`src/rtl/cpu_pkg.sv`:
```
// Shared opcode, FSM state and ALU-operation encodings for the multi-cycle controller.
package cpu_pkg;

    localparam logic [5:0] OP_ADD  = 6'b000000;
    localparam logic [5:0] OP_SUB  = 6'b000001;
    localparam logic [5:0] OP_ADDI = 6'b000010;
    localparam logic [5:0] OP_OR   = 6'b010000;
    localparam logic [5:0] OP_AND  = 6'b010001;
    localparam logic [5:0] OP_ORI  = 6'b010010;
    localparam logic [5:0] OP_SLL  = 6'b011000;
    localparam logic [5:0] OP_SLT  = 6'b100110;
    localparam logic [5:0] OP_SW   = 6'b110000;
    localparam logic [5:0] OP_LW   = 6'b110001;
    localparam logic [5:0] OP_BEQ  = 6'b110100;
    localparam logic [5:0] OP_BNE  = 6'b110101;
    localparam logic [5:0] OP_J    = 6'b111000;
    localparam logic [5:0] OP_JR   = 6'b111001;
    localparam logic [5:0] OP_JAL  = 6'b111010;
    localparam logic [5:0] OP_HALT = 6'b111111;

    typedef enum logic [3:0] {
        ST_IF     = 4'b0000,
        ST_ID     = 4'b0001,
        ST_EXE_LS = 4'b0010,
        ST_MEM    = 4'b0011,
        ST_WB_LD  = 4'b0100,
        ST_EXE_BR = 4'b0101,
        ST_EXE_AL = 4'b0110,
        ST_WB_AL  = 4'b0111,
        ST_HALT   = 4'b1000
    } state_e;

    localparam logic [2:0] ALU_ADD = 3'b000;
    localparam logic [2:0] ALU_SUB = 3'b001;
    localparam logic [2:0] ALU_SLL = 3'b010;
    localparam logic [2:0] ALU_OR  = 3'b011;
    localparam logic [2:0] ALU_AND = 3'b100;
    localparam logic [2:0] ALU_SLT = 3'b101;

    localparam logic [1:0] PC_NEXT = 2'b00;
    localparam logic [1:0] PC_BR   = 2'b01;
    localparam logic [1:0] PC_RS   = 2'b10;
    localparam logic [1:0] PC_JUMP = 2'b11;

    // IC_JMP also covers undefined opcodes: both finish in ID.
    typedef enum logic [2:0] {
        IC_ALU,
        IC_BR,
        IC_LS,
        IC_JMP,
        IC_HALT
    } iclass_e;

    function automatic iclass_e op_class(input logic [5:0] op);
        iclass_e c;
        case (op)
            OP_ADD, OP_SUB, OP_ADDI, OP_OR,
            OP_AND, OP_ORI, OP_SLL, OP_SLT: c = IC_ALU;
            OP_BEQ, OP_BNE:                 c = IC_BR;
            OP_LW, OP_SW:                   c = IC_LS;
            OP_HALT:                        c = IC_HALT;
            default:                        c = IC_JMP;
        endcase
        return c;
    endfunction

endpackage

```
`src/rtl/ctrl_decode.sv`:
```
// Combinational control decode: every datapath enable and select from opcode and FSM state.
module ctrl_decode
    import cpu_pkg::*;
(
    input  logic [5:0] op_i,
    input  state_e     state_i,
    input  logic       zero_i,
    input  logic       mem_done_i,
    output logic       pc_wre_o,
    output logic       ir_wre_o,
    output logic       reg_wre_o,
    output logic       ins_mem_rw_o,
    output logic       m_rd_o,
    output logic       m_wr_o,
    output logic       alu_src_a_o,
    output logic       alu_src_b_o,
    output logic       ext_sel_o,
    output logic       db_data_src_o,
    output logic       wr_reg_d_src_o,
    output logic [1:0] reg_dst_o,
    output logic [1:0] pc_src_o,
    output logic [2:0] alu_op_o,
    output logic       halted_o
);

    logic is_lw, is_sw, is_beq, is_bne;

    assign is_lw  = (op_i == OP_LW);
    assign is_sw  = (op_i == OP_SW);
    assign is_beq = (op_i == OP_BEQ);
    assign is_bne = (op_i == OP_BNE);

    always_comb begin
        pc_wre_o       = 1'b0;
        ir_wre_o       = 1'b0;
        reg_wre_o      = 1'b0;
        ins_mem_rw_o   = 1'b0;
        m_rd_o         = 1'b0;
        m_wr_o         = 1'b0;
        alu_src_a_o    = 1'b0;
        alu_src_b_o    = 1'b0;
        ext_sel_o      = 1'b0;
        db_data_src_o  = 1'b0;
        wr_reg_d_src_o = 1'b0;
        reg_dst_o      = 2'b00;
        pc_src_o       = PC_NEXT;
        alu_op_o       = ALU_ADD;
        halted_o       = 1'b0;

        // Selects stay at 0 in IF and HALT so reset and halt present a quiet datapath.
        if (state_i != ST_IF && state_i != ST_HALT) begin
            ext_sel_o      = (op_i != OP_ORI);
            alu_src_a_o    = (op_i == OP_SLL);
            alu_src_b_o    = (op_i == OP_ADDI) || (op_i == OP_ORI) || is_lw || is_sw;
            db_data_src_o  = is_lw;
            wr_reg_d_src_o = (op_i == OP_JAL);
            case (op_i)
                OP_ADDI, OP_ORI, OP_LW:      reg_dst_o = 2'b01;
                OP_ADD, OP_SUB, OP_OR,
                OP_AND, OP_SLL, OP_SLT:      reg_dst_o = 2'b10;
                default:                     reg_dst_o = 2'b00;
            endcase
            case (op_i)
                OP_SUB, OP_BEQ, OP_BNE:      alu_op_o = ALU_SUB;
                OP_SLL:                      alu_op_o = ALU_SLL;
                OP_OR, OP_ORI:               alu_op_o = ALU_OR;
                OP_AND:                      alu_op_o = ALU_AND;
                OP_SLT:                      alu_op_o = ALU_SLT;
                default:                     alu_op_o = ALU_ADD;
            endcase
        end

        case (state_i)
            ST_IF: begin
                ir_wre_o     = 1'b1;
                ins_mem_rw_o = 1'b1;
            end
            ST_ID: begin
                pc_wre_o  = (op_class(op_i) == IC_JMP);
                reg_wre_o = (op_i == OP_JAL);
                if (op_i == OP_J || op_i == OP_JAL) begin
                    pc_src_o = PC_JUMP;
                end else if (op_i == OP_JR) begin
                    pc_src_o = PC_RS;
                end
            end
            ST_EXE_BR: begin
                pc_wre_o = 1'b1;
                if ((is_beq && zero_i) || (is_bne && !zero_i)) begin
                    pc_src_o = PC_BR;
                end
            end
            ST_MEM: begin
                m_rd_o   = is_lw;
                m_wr_o   = is_sw;
                pc_wre_o = is_sw && mem_done_i;
            end
            ST_WB_AL, ST_WB_LD: begin
                reg_wre_o = 1'b1;
                pc_wre_o  = 1'b1;
            end
            ST_HALT: begin
                halted_o = 1'b1;
            end
            default: ;
        endcase
    end

endmodule

```
`src/rtl/multi_cycle_ctrl.sv`:
```
// Multi-cycle CPU control unit: FSM state register plus next-state logic; outputs come from ctrl_decode.
// state  | meaning
// IF     | fetch, write IR
// ID     | decode; jumps, jal link and nop retire here
// EXE_AL | ALU operation
// WB_AL  | ALU result to register file
// EXE_BR | branch compare and PC update
// EXE_LS | address calculation for lw/sw
// MEM    | data memory access, waits on mem_ready when enabled
// WB_LD  | load data to register file
// HALT   | stopped until reset
module multi_cycle_ctrl
    import cpu_pkg::*;
#(
    parameter int unsigned MEM_WAIT_EN = 1,
    parameter int unsigned ALUOP_W     = 3
) (
    input  logic               clk,
    input  logic               reset,
    input  logic [5:0]         op,
    input  logic               zero,
    input  logic               mem_ready,
    output logic               PCWre,
    output logic               IRWre,
    output logic               RegWre,
    output logic               InsMemRw,
    output logic               mRD,
    output logic               mWR,
    output logic               ALUSrcA,
    output logic               ALUSrcB,
    output logic               ExtSel,
    output logic               DBDataSrc,
    output logic               WrRegDSrc,
    output logic [1:0]         RegDst,
    output logic [1:0]         PcSrc,
    output logic [ALUOP_W-1:0] ALUOp,
    output logic [3:0]         state,
    output logic               halted
);

    state_e     state_q, state_d;
    logic       mem_done;
    logic [2:0] alu_op3;

    assign mem_done = (MEM_WAIT_EN == 0) || mem_ready;

    always_ff @(posedge clk or posedge reset) begin
        if (reset) begin
            state_q <= ST_IF;
        end else begin
            state_q <= state_d;
        end
    end

    always_comb begin
        state_d = state_q;
        case (state_q)
            ST_IF:     state_d = ST_ID;
            ST_ID: begin
                case (op_class(op))
                    IC_JMP:  state_d = ST_IF;
                    IC_HALT: state_d = ST_HALT;
                    IC_BR:   state_d = ST_EXE_BR;
                    IC_LS:   state_d = ST_EXE_LS;
                    default: state_d = ST_EXE_AL;
                endcase
            end
            ST_EXE_AL: state_d = ST_WB_AL;
            ST_WB_AL:  state_d = ST_IF;
            ST_EXE_BR: state_d = ST_IF;
            ST_EXE_LS: state_d = ST_MEM;
            ST_MEM: begin
                if (mem_done) begin
                    state_d = (op == OP_LW) ? ST_WB_LD : ST_IF;
                end
            end
            ST_WB_LD:  state_d = ST_IF;
            ST_HALT:   state_d = ST_HALT;
            default:   state_d = ST_IF;
        endcase
    end

    ctrl_decode u_decode (
        .op_i           (op),
        .state_i        (state_q),
        .zero_i         (zero),
        .mem_done_i     (mem_done),
        .pc_wre_o       (PCWre),
        .ir_wre_o       (IRWre),
        .reg_wre_o      (RegWre),
        .ins_mem_rw_o   (InsMemRw),
        .m_rd_o         (mRD),
        .m_wr_o         (mWR),
        .alu_src_a_o    (ALUSrcA),
        .alu_src_b_o    (ALUSrcB),
        .ext_sel_o      (ExtSel),
        .db_data_src_o  (DBDataSrc),
        .wr_reg_d_src_o (WrRegDSrc),
        .reg_dst_o      (RegDst),
        .pc_src_o       (PcSrc),
        .alu_op_o       (alu_op3),
        .halted_o       (halted)
    );

    always_comb begin
        ALUOp      = '0;
        ALUOp[2:0] = alu_op3;
    end

    assign state = state_q;

endmodule

```
`config.mk`:
```
export PLATFORM = sky130hd
export DESIGN_NAME = multi_cycle_ctrl
export DESIGN_NICKNAME = d
export VERILOG_FILES = /design/src/rtl/cpu_pkg.sv /design/src/rtl/ctrl_decode.sv /design/src/rtl/multi_cycle_ctrl.sv
export SDC_FILE = /design/constraint.sdc
export NUM_CORES = 1
export LEC_CHECK = 0
export ABC_AREA = 1
export BUFFER_PORTS_ARGS = -buffer_cell sky130_fd_sc_hd__buf_4
export CORE_MARGIN = 2
export CORE_UTILIZATION = 45
export DETAILED_ROUTE_END_ITERATION = 16
export PLACE_DENSITY_LB_ADDON = 0.08
export REMOVE_ABC_BUFFERS = 1
export SYNTH_ARGS = -nofsm -noshare
export SYNTH_HDL_FRONTEND = slang
export SYNTH_SLANG_ARGS = --single-unit
```
`constraint.sdc`:
```
create_clock -name clk -period 2.3 [get_ports clk]
set_input_delay 0 -clock clk [delete_from_list [all_inputs] [get_ports clk]]
set_output_delay 0 -clock clk [all_outputs]
set_load 0.02 [all_outputs]
```
== Word-level counts from Yosys, hierarchy flattened ==
Memory sizes are Yosys's and may differ from the RTL's.
Index checks and enable logic that the tools add are counted.
Storage, ports and cells
  input bits: 10
  logic and storage cells: 77
  memories kept: 2
  flip-flop bits (word level): 4
  bits in read-only memories: 384
Operators by class
  multiplexer cells: 25
  equality and inequality tests: 30
  reduce and logical (&&, ||, !) cells: 19
Memories
  (no name shown): words 64, bits a word 3, rd ports 1, clocked after Yosys merged registers in 0, write ports 0, RTL line cpu_pkg.sv:56  | case (op)
  (no name shown): words 64, bits a word 3, rd ports 1, clocked after Yosys merged registers in 0, write ports 0, RTL line cpu_pkg.sv:56
Operators with widths (number)
  $eq A6 B6 Y1 const B: 8
  $eq A6 B5 Y1 const B: 4
  $pmux W4 S6: 1
  $eq A4 B3 Y1 const B: 4
  $pmux W4 S4: 1
  $pmux W3 S5: 1
  $mux W3: 4
  $mux W1: 10
  $eq A3 B2 Y1 const B: 3
  $reduce_or A3 Y1: 3
  $eq A4 B2 Y1 const B: 2
  $pmux W2 S2: 2
  $eq A6 B1 Y1 const B: 1
  $eq A6 B2 Y1 const B: 1
  $logic_not A6 Y1: 1
  $mux W2: 3
  $ne A6 B5 Y1 const B: 1
  $reduce_or A6 Y1: 1
  $logic_or A1 B1 Y1: 5
  $eq A4 B1 Y1 const B: 1
  $eq A4 B4 Y1 const B: 1
  $logic_and A1 B1 Y1: 4
  $logic_not A4 Y1: 1
  $mux W4: 1
  9 further kinds: 10

== Depth between registers and ports, before layout ==
  word-level depth: 5
  depth in mapped cells: 10
  mapped depth without buffers: 10

== Modules after synthesis ==
From an unflattened synthesis, not the netlist that was laid out.
Second synthesis, totals
  cell total of the unflattened synthesis: 158
  area, all modules: 819.5 um2
Modules (own cells, without submodules)
  ctrl_decode: seq. area each 0.0 um2, instances 1, cells an instance 98, area each 445.4 um2
  multi_cycle_ctrl: seq. area each 100.1 um2, instances 1, cells an instance 60, area each 374.1 um2

== Worst setup path after synthesis ==
OpenSTA, ideal clock, no wires.
  path type: reg2out
  start: register state_q[0] (netlist: state[0])
  end: output port PcSrc[1]
  stages on the path, launching flop included: 5
  arrival time: 1.474 ns
  slack: 0.826 ns
  required time: 2.300 ns
  path through: dfrtp_1 inv_1 nor2_1 nand2_1 nor4_1
On the way
  word-level cells in the longest chain between the ends: 2
  elaborated cells between the ends (all ways): 3
RTL lines
  from (decl): RTL line multi_cycle_ctrl.sv:41  | state_e state_q, state_d;
  from (signal assigned): RTL line multi_cycle_ctrl.sv:51  | state_q <= state_d;
  $eq A4 B3 Y1 / $eq A4 B1 Y1 (equally long branches): RTL line ctrl_decode.sv:73  | case (state_i)
  $pmux W2 S2 (*): RTL line ctrl_decode.sv:73
  to (decl): RTL line multi_cycle_ctrl.sv:35  | output logic [1:0] PcSrc,
Every way passes the cells marked *; elsewhere a longest branch is shown, timed or not.

== Worst setup path after layout ==
  start: register state_q[1] (netlist: state[1])
  end: output port ALUOp[0]
On the way
  word-level cells in the longest chain between the ends: 3
  elaborated cells between the ends (all ways): 4
RTL lines
  $ne A4 B4 Y1 / $reduce_bool A4 Y1 (equally long branches): RTL line ctrl_decode.sv:51  | if (state_i != ST_IF && state_i != ST_HALT) begin
  $logic_and A1 B1 Y1 (*): RTL line ctrl_decode.sv:51
  $mux W3 (*): RTL line ctrl_decode.sv:51
  to (decl): RTL line multi_cycle_ctrl.sv:36  | output logic [ALUOP_W-1:0] ALUOp,
Marks and branches as above.

==> key figures <==
Placement
  – Buffers on Ports: 32
  – Post-DP Area: 882.1 um^2
  – Routability cong.: 0.8200
  – Hpwl dp: 1614 um

Synth
  – Yosys top cell area share: 15.75%
  – Post-synthesis cell area: 635.6 um^2
  – Synth area leader: dfrtp_1
  – Synth unique cells: 27
  – Largest cells by area after synthesis: dfrtp_1 (16%), nand3_1 (15%), inv_1 (9.4%)
  – Post-synthesis adder-cell area fraction: 0%
  – Synth Area in Compound Gates: 12.99%
  – XOR/XNOR Fraction of Synth Area: 1.378%
  – Sequential-to-total area share from yosys stat: 15.75%
  – Mux contribution to synthesized area: 0%
  – Syn avg cell area: 5.726 um^2
  – Synthesized instance count: 111
  – Post-synthesis register bit count: 4
  – Main combinational cell family by area after synthesis: simple AND/OR/NAND/NOR gates
  – Post-Synth Simple-Gate Area: 54.33%
  – Warnings, synthesis: 0

Clock tree
  – Num Clock Sinks: 4
  – TritonCTS clock tree: built
  – Post-CTS sizing: 0
  – Post-CTS Setup Inserts: 0
  – Clock Pin Slew Worst Setup and Hold Paths: 0.04 ns
  – Total CTS buffers: 3
  – Clk Latency, worst-skew pair: 0.24 ns
  – H-tree depth: 1
  – Clk buf depth: 2
  – Clk root buf: clkbuf_4

Global routing
  – Largest net degree at the start of global routing: 10
  – Vias in the first global route: 776
  – Tot GR Track Use: 23.51%
  – First-pass GRT wire length: 3291 um
  – Total gr overflow: 0
  – Initial antenna violation count: 0

Status
  – Status: finished clean

Routing
  – DR pass1 iterations: 4
  – DRT iter0 DRCs: 26
  – DRC Markers: 0
  – Final WL: 1936 um
  – Vias per cell: 5.531
  – Via count: 885
  – Routed len/inst: 12.10 um
  – Routed Antenna Nets: 0

Critical path
  – CP Launch Type: flip-flop
  – Worst Path Arrival: 1.62 ns
  – CP endpoint kind: output port
  – Critical path class: flip-flop to output port
  – CP required: 2.30 ns
  – Critical path peak fanout: 9

STA
  – Final hold vios: 0
  – Worst clock skew: 0.01002 ns
  – Crit share post-route: 70.52%
  – Setup TNS: 0 ns
  – RSZ-0062 raised after global routing: false
  – Fmax: 616.5 MHz
  – Final Max Slew Viols: 0
  – Final setup vio count: 0
  – Slew HR: 82.58%
  – Actual slew at the worst max-slew pin: 0.2610 ns
  – Fin crit period: 1.622 ns

Finish
  – Final core occ: 69.42%
  – Diode count: 0
  – Syn-to-layout area delta: 43.90%
  – Layout Nets: 157
  – Max FFs per register: 4
  – Design Area, Final: 914.6 um^2
  – Layout cells sized above 1: 38.62%

Die
  – Die ar.: 1729 um^2
  – Die width: 41.58 um
  – Initial Util: 48.24%
  – Core region area: 1318 um^2
  – Row Count: 13
  – IO Count: 33
  – Die Ht: 41.58 um

Flow run
  – Max_cap viols: 0

Pwr
  – Leak Pwr: 0.4869 nW
  – VDD IR-drop max: 0.5439 mV
  – PwrDens: 815.3 nW/um^2

Hold path
  – Hold Crit Class: primary input to flip-flop
[critical path, cell delays in order (launching register included)]
cell and delay (ns):
dfrtp_1 0.42, nor2_1 0.07, nand2_1 0.20, clkinv_1 0.27, a41oi_1 0.24, buf_4 0.17
[per-stage QoR]
stage | hold slack, ns | total power, W | cells | worst slack (ns)
finish | 0.09345 | 0.0007457 | 160 | 0.6780
detailed placement | -0.09182 | 0.0006544 | 156 | 0.9594
global route | 0.1245 | 0.0008058 | 160 | 0.5223
CTS | 0.08601 | 0.0007514 | 160 | 0.6877
global placement | -0.1086 | 0.0006390 | 156 | 0.9842
floorplan | -0.2339 | 0.0004488 | 109 | 0.8263
[layer usage]
metal | vias up | GRT usage, % | wire length [um]
met2 | 43 | 36.88 | 940
met3 | 2 | 6.087 | 172
met4 | 0 | 7.742 | 14
met1 | 401 | 31.20 | 808
li1 | 439 | - | -
met5 | - | 0 | 0
[report_power, final]
part	total, W	internal, W	switching, W
clock	0.0000909	0.0000586	0.0000324
sequential	0.000126	0.0000955	0.0000303
combinational	0.000529	0.000190	0.000339
[Yosys cell counts]
cell type   n
nand3_1    19
inv_1      16
nor2_1     15
nand2_1    13
inv_2       6
nand2_2     6
a21oi_1     5
nand4_1     5
dfrtp_1     4
nor2_2      4
o22ai_1     2
a31oi_1     1
a41oi_1     1
buf_2       1
buf_4       1
clkinv_1    1
nand4_2     1
nor2_4      1
nor3_1      1
nor3_2      1
nor4_1      1
o2111ai_1   1
o21ai_0     1
o21ai_2     1
o31ai_1     1
or2_2       1
xnor2_1     1
[final timing paths]
check                      startpoint       end  slack [ns]  cells after the start
max                          state[1]  ALUOp[0]        0.68                      5
min                         mem_ready  state[1]        0.09                      3
max reg2reg                  state[1]  state[2]        0.94                      7
min reg2reg                  state[3]  state[0]        0.62                      1
max in group asynchronous       reset  state[2]        1.91                      3
min in group asynchronous       reset  state[0]        0.23                      3
[cell families (layout without fill, tap and decap cells)]
group	after synthesis	count (layout)
XOR/XNOR	1	1
buffers and inverters	25	59
AND/OR/NAND/NOR	68	68
AO/OA/AOI/OAI	13	13
flip-flops	4	4
[area by class of cell]
class                           instances  area, um^2
Timing Repair Buffer                   33       250.2
Sequential cell                         4       100.1
Fill cell                             134       402.9
Tap cell                               15       18.77
Multi-Input combinational cell         82       436.7
Clock buffer                            3       22.52
Inverter                               23       86.33
[repair_timing]
| item | 4_1_cts | 5_1_grt |
|---|---|---|
| setup endpoints to repair | 0 | 0 |
| endpoints found under the hold margin | 4 | 0 |
| hold buffers | 1 | 0 |
[cell usage in the layout (no fill, tap or decap), drive strengths merged, types with 3 or more instances in the layout]
| cell | n |
|---|---|
| nand3 | 19 |
| buf | 32 |
| nand4 | 6 |
| clkbuf | 3 |
| nand2 | 19 |
| dfrtp | 4 |
| inv | 22 |
| nor2 | 20 |
| a21oi | 5 |
Power figures use the tool's default switching activity.
